**src/rtl/frac_clk_divider.sv**
```systemverilog
// Fractional-N clock divider. The half-period of nclk averages an unsigned
// INT.FRAC fixed-point factor. Each half's length is the integer part of the
// factor plus the carry of a fractional accumulator. A shadow register, loaded
// through a valid/ready handshake, is swapped in only at a rising-edge boundary
// so that the output never shows a runt pulse. The enable stops the output
// cleanly at low.
module frac_clk_divider #(
  parameter int INT_BITS  = 8,
  parameter int FRAC_BITS = 8,
  parameter logic [INT_BITS+FRAC_BITS-1:0] RESET_FACTOR = 16'h0400
) (
  input  logic                          clk,
  input  logic                          nreset,
  input  logic                          en,
  input  logic [INT_BITS+FRAC_BITS-1:0] in_factor,
  input  logic                          factor_valid,
  output logic                          factor_ready,
  output logic                          nclk,
  output logic                          nclk_rise,
  output logic                          factor_applied
);

  localparam int W = INT_BITS + FRAC_BITS;

  // A factor whose integer part is zero behaves as exactly 1.0.
  function automatic logic [W-1:0] effective(input logic [W-1:0] f);
    logic [W-1:0] one;
    one = '0;
    one[FRAC_BITS] = 1'b1;
    if (f[W-1:FRAC_BITS] == '0) begin
      return one;
    end
    return f;
  endfunction

  // Returns {counter load (len-1), new accumulator} for one half-period.
  // The factor must already be effective (integer part >= 1), so len-1 never
  // underflows, and len-1 is at most 2^INT_BITS-1, which fits INT_BITS bits.
  function automatic logic [W-1:0] half_calc(input logic [W-1:0] f,
                                             input logic [FRAC_BITS-1:0] a);
    logic [FRAC_BITS:0]  sum;
    logic [INT_BITS-1:0] load;
    sum  = {1'b0, a} + {1'b0, f[FRAC_BITS-1:0]};
    load = f[W-1:FRAC_BITS] - INT_BITS'(1) + INT_BITS'(sum[FRAC_BITS]);
    return {load, sum[FRAC_BITS-1:0]};
  endfunction

  localparam logic [W-1:0] RESET_EFF  = effective(RESET_FACTOR);
  localparam logic [W-1:0] RESET_CALC = half_calc(RESET_EFF, '0);

  typedef enum logic [1:0] {
    RUN       = 2'd0,
    STOP_PEND = 2'd1,
    IDLE      = 2'd2
  } state_t;

  state_t              state_reg, state_next;
  logic [INT_BITS-1:0] cnt_reg, cnt_next;
  logic [FRAC_BITS-1:0] acc_reg, acc_next;
  logic [W-1:0]        active_reg, active_next;
  logic [W-1:0]        shadow_reg, shadow_next;
  logic                shadow_full_reg, shadow_full_next;
  logic                nclk_reg, nclk_next;
  logic                rise_reg, rise_next;
  logic                applied_reg, applied_next;

  logic [W-1:0] shadow_eff;
  logic [W-1:0] calc_cont;    // continue the running sequence
  logic [W-1:0] calc_fresh;   // restart the active factor with acc=0
  logic [W-1:0] calc_shadow;  // first half of a newly applied factor

  assign shadow_eff  = effective(shadow_reg);
  assign calc_cont   = half_calc(active_reg, acc_reg);
  assign calc_fresh  = half_calc(active_reg, '0);
  assign calc_shadow = half_calc(shadow_eff, '0);

  // Next-state, counter, accumulator, handshake and strobe logic.
  always_comb begin
    state_next       = state_reg;
    cnt_next         = cnt_reg;
    acc_next         = acc_reg;
    active_next      = active_reg;
    shadow_next      = shadow_reg;
    shadow_full_next = shadow_full_reg;
    nclk_next        = nclk_reg;
    rise_next        = 1'b0;
    applied_next     = 1'b0;

    // Shadow accepts a new factor only while empty; the source must hold.
    if (factor_valid && !shadow_full_reg) begin
      shadow_next      = in_factor;
      shadow_full_next = 1'b1;
    end

    unique case (state_reg)
      RUN: begin
        if (cnt_reg != '0) begin
          cnt_next = cnt_reg - INT_BITS'(1);
          if (nclk_reg && !en) begin
            state_next = STOP_PEND;
          end
        end else if (nclk_reg) begin
          // Falling toggle.
          nclk_next = 1'b0;
          {cnt_next, acc_next} = calc_cont;
          if (!en) begin
            state_next = IDLE;
            acc_next   = '0;
          end
        end else if (!en) begin
          // Low half finished while disabled: park without rising.
          state_next = IDLE;
          acc_next   = '0;
        end else begin
          // Rising toggle: the only point where a new factor may take over.
          nclk_next = 1'b1;
          rise_next = 1'b1;
          if (shadow_full_reg) begin
            active_next          = shadow_eff;
            {cnt_next, acc_next} = calc_shadow;
            applied_next         = 1'b1;
            shadow_full_next     = 1'b0;
          end else begin
            {cnt_next, acc_next} = calc_cont;
          end
        end
      end

      STOP_PEND: begin
        if (cnt_reg != '0) begin
          cnt_next = cnt_reg - INT_BITS'(1);
          if (en) begin
            state_next = RUN;
          end
        end else begin
          nclk_next = 1'b0;
          {cnt_next, acc_next} = calc_cont;
          if (en) begin
            state_next = RUN;
          end else begin
            state_next = IDLE;
            acc_next   = '0;
          end
        end
      end

      IDLE: begin
        nclk_next = 1'b0;
        acc_next  = '0;
        if (en) begin
          // Restart with a fresh low half; a pending shadow takes over here.
          state_next = RUN;
          if (shadow_full_reg) begin
            active_next          = shadow_eff;
            {cnt_next, acc_next} = calc_shadow;
            applied_next         = 1'b1;
            shadow_full_next     = 1'b0;
          end else begin
            {cnt_next, acc_next} = calc_fresh;
          end
        end
      end

      default: begin
        state_next = RUN;
      end
    endcase
  end

  // State register with asynchronous active-low reset.
  always_ff @(posedge clk or negedge nreset) begin
    if (!nreset) begin
      state_reg       <= RUN;
      cnt_reg         <= RESET_CALC[W-1:FRAC_BITS];
      acc_reg         <= '0;
      active_reg      <= RESET_EFF;
      shadow_reg      <= '0;
      shadow_full_reg <= 1'b0;
      nclk_reg        <= 1'b0;
      rise_reg        <= 1'b0;
      applied_reg     <= 1'b0;
    end else begin
      state_reg       <= state_next;
      cnt_reg         <= cnt_next;
      acc_reg         <= acc_next;
      active_reg      <= active_next;
      shadow_reg      <= shadow_next;
      shadow_full_reg <= shadow_full_next;
      nclk_reg        <= nclk_next;
      rise_reg        <= rise_next;
      applied_reg     <= applied_next;
    end
  end

  assign nclk           = nclk_reg;
  assign nclk_rise      = rise_reg;
  assign factor_applied = applied_reg;
  assign factor_ready   = ~shadow_full_reg;

endmodule

```
**config.mk**
```make
export PLATFORM = sky130hd
export DESIGN_NAME = frac_clk_divider
export DESIGN_NICKNAME = d
export VERILOG_FILES = /design/src/rtl/frac_clk_divider.sv
export SDC_FILE = /design/constraint.sdc
export NUM_CORES = 1
export LEC_CHECK = 0
export ABC_CLOCK_PERIOD_IN_PS = 3050
export CELL_PAD_IN_SITES_DETAIL_PLACEMENT = 0
export CELL_PAD_IN_SITES_GLOBAL_PLACEMENT = 1
export CORE_ASPECT_RATIO = 0.6
export CORE_UTILIZATION = 40
export CTS_BUF_LIST = sky130_fd_sc_hd__clkbuf_8 sky130_fd_sc_hd__clkbuf_16
export DETAILED_ROUTE_END_ITERATION = 16
export PLACE_DENSITY = 0.84
export SYNTH_ARGS = -nofsm -noshare
export SYNTH_HDL_FRONTEND = slang
export SYNTH_SLANG_ARGS = --single-unit
```
**constraint.sdc**
```tcl
create_clock -name clk -period 3.05 [get_ports clk]
set_input_delay 0.4575 -clock clk [delete_from_list [all_inputs] [get_ports clk]]
set_output_delay 0.4575 -clock clk [all_outputs]
set_load 0.01 [all_outputs]
```
==> metrics.txt <==
# TYPE chip_impl_metric gauge
chip_impl_metric{name="clock_latency",unit="ps"} 300
chip_impl_metric{name="grt_remaining_overflow",unit=""} 0
chip_impl_info{name="synth_common_cells",value="65 x sky130_fd_sc_hd__nand2_1, 51 x sky130_fd_sc_hd__dfrtp_1, 41 x sky130_fd_sc_hd__nor2_1"} 1
chip_impl_metric{name="remaining_design_rule_violation_count",unit=""} 0
chip_impl_metric{name="syn_nets",unit=""} 481
chip_impl_metric{name="asyncSetResetFlopFracSynth",unit="%"} 100
chip_impl_metric{name="floorplan.die.width",unit="µm"} 130
chip_impl_info{name="worst_hold_path_type",value="primary input to asynchronous set/reset pin"} 1
chip_impl_info{name="cp-endpoint",value="cnt_reg[4]$_DFFE_PN0P_"} 1
chip_impl_metric{name="net-switching-power",unit="mW"} 2.35
chip_impl_info{name="violations",value="setup timing"} 1
chip_impl_info{name="clock_tree.root_cell",value="sky130_fd_sc_hd__clkbuf_16"} 1
chip_impl_metric{name="crit_arrival",unit="ps"} 3490
chip_impl_metric{name="max_slew.worst_pin.slew",unit="ps"} 791
chip_impl_metric{name="dr_total_vias",unit=""} 3481
chip_impl_info{name="rsz0062_at_grt",value="true"} 1
chip_impl_info{name="critPathCaptureType",value="flip-flop"} 1
chip_impl_metric{name="synth_fa_ha_area_share",unit="%"} 5.92
chip_impl_info{name="worst-setup-path-type",value="flip-flop to flip-flop"} 1
chip_impl_metric{name="final_hold_viol_count",unit=""} 0
chip_impl_metric{name="comb_power_share",unit="%"} 60.2
chip_impl_metric{name="tritoncts.num_buffers",unit=""} 5
chip_impl_metric{name="antenna_violation_net_count_after_detailed_routing",unit=""} 0
chip_impl_metric{name="detail_route.wl_per_cell",unit="µm"} 17.6
chip_impl_metric{name="slew_violations",unit=""} 0
chip_impl_metric{name="post-place-cells",unit=""} 596
chip_impl_metric{name="place.gp.congestion",unit=""} 0.917
chip_impl_info{name="synth_top_family_by_area",value="compound AO/OA/AOI/OAI gates"} 1
chip_impl_metric{name="synth_mux_area_share",unit="%"} 7.86
chip_impl_metric{name="postSynthAreaPerCell",unit="µm²"} 8.88
chip_impl_metric{name="share_of_power_burned_in_registers",unit="%"} 28.6
chip_impl_info{name="worst_reg2reg_path_startpoint",value="acc_reg[0]$_DFFE_PN0P_"} 1
chip_impl_info{name="crit_path_start_kind",value="flip-flop"} 1
chip_impl_metric{name="compound_gate_fraction_of_synth_area",unit="%"} 20.5
chip_impl_metric{name="synth_sequential_area_ratio",unit="%"} 34.5
chip_impl_info{name="postSynth.topFlopCell",value="sky130_fd_sc_hd__dfrtp_1"} 1
chip_impl_info{name="clock_tree_from_tritoncts",value="done"} 1
chip_impl_metric{name="p_leak",unit="nW"} 2.01
chip_impl_metric{name="yosys.area.top_type_share",unit="%"} 32.5
chip_impl_metric{name="rows",unit=""} 27
chip_impl_metric{name="area_of_the_mapped_netlist",unit="µm²"} 3930
chip_impl_metric{name="core_box_area",unit="µm²"} 9360
chip_impl_metric{name="grt.total_usage",unit="%"} 22.1
chip_impl_metric{name="antenna-diode-count",unit=""} 0
chip_impl_metric{name="synth_cell_types",unit=""} 75
chip_impl_metric{name="grt_max_degree",unit=""} 55
chip_impl_metric{name="placed_cell_area",unit="µm²"} 4330
chip_impl_metric{name="dieHeight",unit="µm"} 78.8
chip_impl_metric{name="vias_in_the_first_global_route",unit=""} 3200
chip_impl_info{name="path_common_cell",value="sky130_fd_sc_hd__ha_4"} 1
chip_impl_metric{name="pwr_density_cell",unit="nW/µm²"} 1080
chip_impl_metric{name="layout.cell_area.non_filler",unit="µm²"} 4710
chip_impl_metric{name="postSynthCellCount",unit=""} 443
chip_impl_metric{name="peakVddDrop",unit="mV"} 0.390
chip_impl_metric{name="timing.final.crit_share",unit="%"} 107
chip_impl_metric{name="internal_power",unit="mW"} 2.74
chip_impl_metric{name="power.share.clock",unit="%"} 11.2
chip_impl_metric{name="fin_ws",unit="ps"} -226
chip_impl_metric{name="area_growth_syn_to_layout",unit="%"} 19.9
chip_impl_metric{name="finalWorstPathRequiredPeriod",unit="ps"} 3280
chip_impl_metric{name="synth_enable_flop_cells",unit=""} 0
chip_impl_info{name="synth.largest_area_cell",value="sky130_fd_sc_hd__dfrtp_1"} 1
chip_impl_metric{name="design.portCount",unit=""} 24
chip_impl_metric{name="layoutNonFillerInstCount",unit=""} 617
chip_impl_metric{name="reg2reg_slack",unit="ps"} -230
chip_impl_metric{name="cap_viol_max_count",unit=""} 0
chip_impl_info{name="most_numerous_cell_in_the_yosys_netlist",value="sky130_fd_sc_hd__nand2_1"} 1
chip_impl_info{name="ys_top_cells_by_area",value="sky130_fd_sc_hd__dfrtp_1 32%, sky130_fd_sc_hd__mux2_2 6.6%, sky130_fd_sc_hd__nand2_1 6.2%"} 1
chip_impl_metric{name="routed_via_density",unit=""} 5.64
chip_impl_metric{name="post_synth_and_or_nand_nor_area_fraction",unit="%"} 19.7
chip_impl_metric{name="cts.sinks",unit=""} 54
chip_impl_metric{name="die_area",unit="µm²"} 10200
chip_impl_info{name="worst_setup_path_startpoint",value="acc_reg[0]$_DFFE_PN0P_"} 1
chip_impl_metric{name="htree_num_levels",unit=""} 2
chip_impl_info{name="rr_endpoint",value="cnt_reg[4]$_DFFE_PN0P_"} 1
chip_impl_metric{name="detailedRoute.firstPassIterationCount",unit=""} 5
chip_impl_metric{name="grt_antenna_before_repair",unit=""} 0
chip_impl_metric{name="grt_pass1_wl",unit="µm"} 17100
chip_impl_metric{name="synth.ff_latch_count",unit=""} 54
chip_impl_metric{name="sw_frac_of_total",unit="%"} 46.2
chip_impl_metric{name="clk_pin_slew",unit="ps"} 70
chip_impl_metric{name="finalClockSkew",unit="ps"} 6.96
chip_impl_metric{name="final_layout_size_suffix_gt1_share",unit="%"} 21.1
chip_impl_metric{name="hpwlAfterDp",unit="µm"} 7620
chip_impl_metric{name="synth.yosys.warnings",unit=""} 0
chip_impl_info{name="slowest_stage",value="sky130_fd_sc_hd__dfrtp_1"} 1
chip_impl_metric{name="setup_viol",unit=""} 5
chip_impl_metric{name="ctsHoldBuffers",unit=""} 0
chip_impl_metric{name="synthXorXnorAreaFrac",unit="%"} 4.45
chip_impl_metric{name="clock_path_buffers",unit=""} 2
chip_impl_metric{name="final_net_count",unit=""} 524
chip_impl_metric{name="timing.reg2reg.worst_path_depth",unit=""} 18
chip_impl_metric{name="max-slew-margin-rel",unit="%"} 47.1
chip_impl_metric{name="timing.critical_path.required",unit="ps"} 3270
chip_impl_metric{name="fmaxAchievable",unit="GHz"} 0.305
chip_impl_metric{name="critPathMaxStageDelay",unit="ps"} 400
chip_impl_metric{name="initial_utilization",unit="%"} 42.0
chip_impl_metric{name="placement.io_buffers",unit=""} 23
chip_impl_metric{name="timing.critical_path.fanout_max",unit=""} 4
chip_impl_info{name="list_of_cells_traversed_by_the_critical_path",value="ha_4 > inv_2 > fa_2 > nor2b_1 > o21ai_1 > a21boi_1 > o21ai_1 > nand2b_1 > a21o_1 > a21o_1 > ha_4 > ha_4 > mux2_4 > o22ai_4 > xor2_2 > nor2_1 > o311a_1 > o22ai_1"} 1
chip_impl_metric{name="finalWirelength",unit="µm"} 10900
chip_impl_info{name="run_status",value="finished, violations left"} 1
chip_impl_metric{name="drt_iter0_drc",unit=""} 274
[layout by cell type, fill, tap and decap left out, drive strengths merged, types with 11 or more instances in the layout]
master / count
mux2: 23
ha: 17
nand2: 65
buf: 39
xnor2: 11
inv: 20
clkdlybuf4s50: 22
dfrtp: 51
a21oi: 21
o21ai: 41
nor2: 41
[power groups by stage]
stage / clock [mW] / combinational [mW] / sequential [mW]
5_1_grt: 0.613 / 3.34 / 1.51
3_3_place_gp: 0 / 2.67 / 1.43
3_5_place_dp: 0 / 2.70 / 1.44
6_report: 0.569 / 3.07 / 1.46
4_1_cts: 0.587 / 2.84 / 1.44
2_1_floorplan: 0 / 2.15 / 1.28
[final cells by class]
type,instances,area (µm²)
Fill cell,872,4640
Tap cell,130,163
Timing Repair Buffer,61,518
Inverter,19,71.3
Clock inverter,3,17.5
Sequential cell,54,1360
Multi-Input combinational cell,345,2460
Clock buffer,5,125
[cell families (layout without fill, tap and decap cells)]
family,after synthesis,count (layout)
compound gates,121,121
xor+xnor,20,20
fa+ha+maj,18,18
buf+inv,44,88
flops,54,54
mux,28,28
simple gates,158,158
[critical path: cells and delay by family (launching register included)]
family,cells,cell delay [ps]
DFF,1,400
xor gates and xnor gates,1,170
muxes,1,310
AOI/OAI and AO/OA,8,1190
adders and majority gates,4,810
and+or+nand+nor,3,260
buffers and inverters,1,40
[metal layers]
metal | GRT usage, % | up-vias | wire length, µm | share of wire, %
met5 | 0 | - | 0 | 0
met4 | 3.60 | 0 | 65 | 0.60
met3 | 5.66 | 6 | 921 | 8.5
met2 | 28.6 | 133 | 4090 | 38
met1 | 35.7 | 1677 | 5780 | 53
li1 | - | 1665 | - | -
[per-stage QoR]
step	power, mW	hold slack [ps]	TNS [ps]	utilization [%]	setup WS, ps
after floorplan	3.43	162	-53.1	-	-53.1
after global routing	5.47	361	-1850	50.4	-479
after CTS	4.86	325	-605	49.4	-264
after detailed placement	4.14	476	-702	46.3	-207
after global placement	4.10	471	-582	46.3	-191
final	5.09	289	-561	50.4	-226
[worst min-delay path by stage]
stage / startpoint / end
2_1_floorplan: nreset / acc_reg[0]$_DFFE_PN0P_
3_3_place_gp: acc_reg[3]$_DFFE_PN0P_ / acc_reg[3]$_DFFE_PN0P_
3_5_place_dp: acc_reg[3]$_DFFE_PN0P_ / acc_reg[3]$_DFFE_PN0P_
4_1_cts: nreset / shadow_reg[5]$_DFFE_PN0P_
5_1_grt: nreset / shadow_reg[5]$_DFFE_PN0P_
6_report: nreset / shadow_reg[5]$_DFFE_PN0P_
[repair_timing]
action,CTS,global route
buffers inserted,12,3
endpoints found under the setup margin,6,8
gates resized for setup,9,15
pin swaps,20,11
(Power assumes the default switching activity.)
==> RTL edit: new RTL, config.mk and constraints unchanged <==
Reset style: synchronous (`nreset`), changed in one clocked block. Comments in the files are not updated.
--- a/src/rtl/frac_clk_divider.sv
+++ b/src/rtl/frac_clk_divider.sv
@@ -169,5 +169,5 @@
 
   // State register with asynchronous active-low reset.
-  always_ff @(posedge clk or negedge nreset) begin
+  always_ff @(posedge clk) begin
     if (!nreset) begin
       state_reg       <= RUN;
Function: differs if nreset is asserted again (counterexample within 4 cycles, from zero or initial values and one cycle with nreset low); with nreset held inactive, the same outputs for 10 cycles.
==> RTL edit against the original RTL <==
  * The flow still finishes with violations (setup timing)
  * Design area fell by 8.6%
  * Wire length barely moved
  * Synthesized area fell by 8.5%
  * First-iteration DRC count rose by 6.6%
  * Critical path depth did not move
  * Utilization fell by 0.41 points
  * Sequential cell count did not move
  * Setup slack got worse by 0.058 ns
  * Non-clock buffer count fell by 9
Power is not compared: it rests on default switching activity, and its combinational part moved more than twofold at a synthesized area within 25%.
==> RTL edit: results (changes against the original RTL) <==
- Met2 usage: 0.373 (was 0.286)
- Arrival @ worst endpoint: 3.58 ns (was 3.49 ns)
- GR Util met1: 0.348 (was 0.357)
- Multi-input gate share of total cell area: 0.557 (was 0.523)
- Layout Skew: 0.00688 ns (was 0.00696 ns)
- Sequential cell area share: 0.252 (was 0.287)
- DR WL met3: 742 um (was 921 um)
- Dpl hpwl: 7970 um (was 7620 um)
- GPL Wtd Cong: 0.906 (was 0.917)
- Data buffer area share: 0.104 (was 0.110)
- CP max stage delay: 0.34 ns (was 0.40 ns)
- Multi-input gates: 382 (was 345)
- Run status: finished, violations left (unchanged)
- Final setup fails: 4 (was 5)
- Post-synthesis sequential area ratio: 0.301 (was 0.345)
- FF-to-FF End: cnt_reg[4] (unchanged)
- Met3 usage: 0.0386 (was 0.0566)
- Failing checks: setup timing (unchanged)
- Met1 Wirelength: 5520 um (was 5780 um)
- First-pass GRT wire length: 17,500 um (was 17,100 um)
- Share of cells above drive strength 1: 0.122 (was 0.211)
- Final setup margin: -0.284 ns (was -0.226 ns)
- Pin count of the biggest net entering global routing: 32 (was 55)
- Layout Nets: 552 (was 524)
- Non-clk bufs: 52 (was 61)
- Pre-CTS WS: -0.379 ns (was -0.207 ns)
- Final clock-cell share: 0.0378 (was 0.0303)
- Max-slew headroom: 0.472 (was 0.471)
- Mapped Nets: 525 (was 481)
- DRT Wirelength: 10,900 um (about the same)
- Commonest cells post-synth: nand2_1 (85), dfxtp_1 (54), a21oi_1 (49) (was nand2_1 (65), dfrtp_1 (51), nor2_1 (41))
- Hold Crit Class: reg -> reg (was in -> async)
- Routed met2 length: 4480 um (was 4090 um)
- Post-placement cell area: 0.00404 sq mm (was 0.00433 sq mm)
- Vias in the first global route: 3,356 (was 3,200)
RTL edit: cell types whose count changed after synthesis, moves of 10 or more:
cell      delta
dfxtp_1     +54
dfrtp_1     -51
a21oi_1     +28
mux2_2      -22
nand2_1     +20
clkbuf_1    +18
o21ai_0     -16
nand3_1     +11
nor3_1      +10
RTL edit: metrics by stage:
step / power, mW / instances / hold WS, ns / TNS [ns] / utilization
after floorplan: 1.27 / 487 / 0.436 / -0.0788 / -
after global placement: 1.45 / 614 / 0.446 / -0.559 / 0.469
after detailed placement: 1.45 / 614 / 0.465 / -0.951 / 0.469
after CTS: 2.10 / 624 / 0.474 / -0.466 / 0.494
after global routing: 2.23 / 627 / 0.505 / -1.66 / 0.500
final: 2.13 / 627 / 0.471 / -0.690 / 0.500
RTL edit: worst max path at each step:
stage	end	slack, ns	cells past startpoint
global route	cnt_reg[4]	-0.42	17
finish	cnt_reg[4]	-0.28	18
CTS	cnt_reg[4]	-0.22	18
global placement	cnt_reg[7]	-0.26	18
floorplan	cnt_reg[4]	-0.08	18
detailed placement	cnt_reg[7]	-0.38	18
RTL edit: where the power goes:
group          switching, mW  internal (mW)
logic                  0.376          0.259
clock network          0.275          0.383
registers             0.0730          0.759
total                  0.724           1.40
RTL edit: cell families after synthesis:
family                     after synthesis  synth area share
and+or+nand+nor                        196             0.251
AOI/OAI and AO/OA                      143             0.263
DFF                                     54             0.301
buffers and inverters                   51            0.0584
xor gates and xnor gates                20            0.0487
adders and majority gates               18            0.0647
muxes                                    5            0.0143
RTL edit: timing repair:
item,CTS,global route
pin swaps,11,18
cloned,0,0
endpoints found under the setup margin,6,6
resized for setup,5,12
buffers inserted,2,3
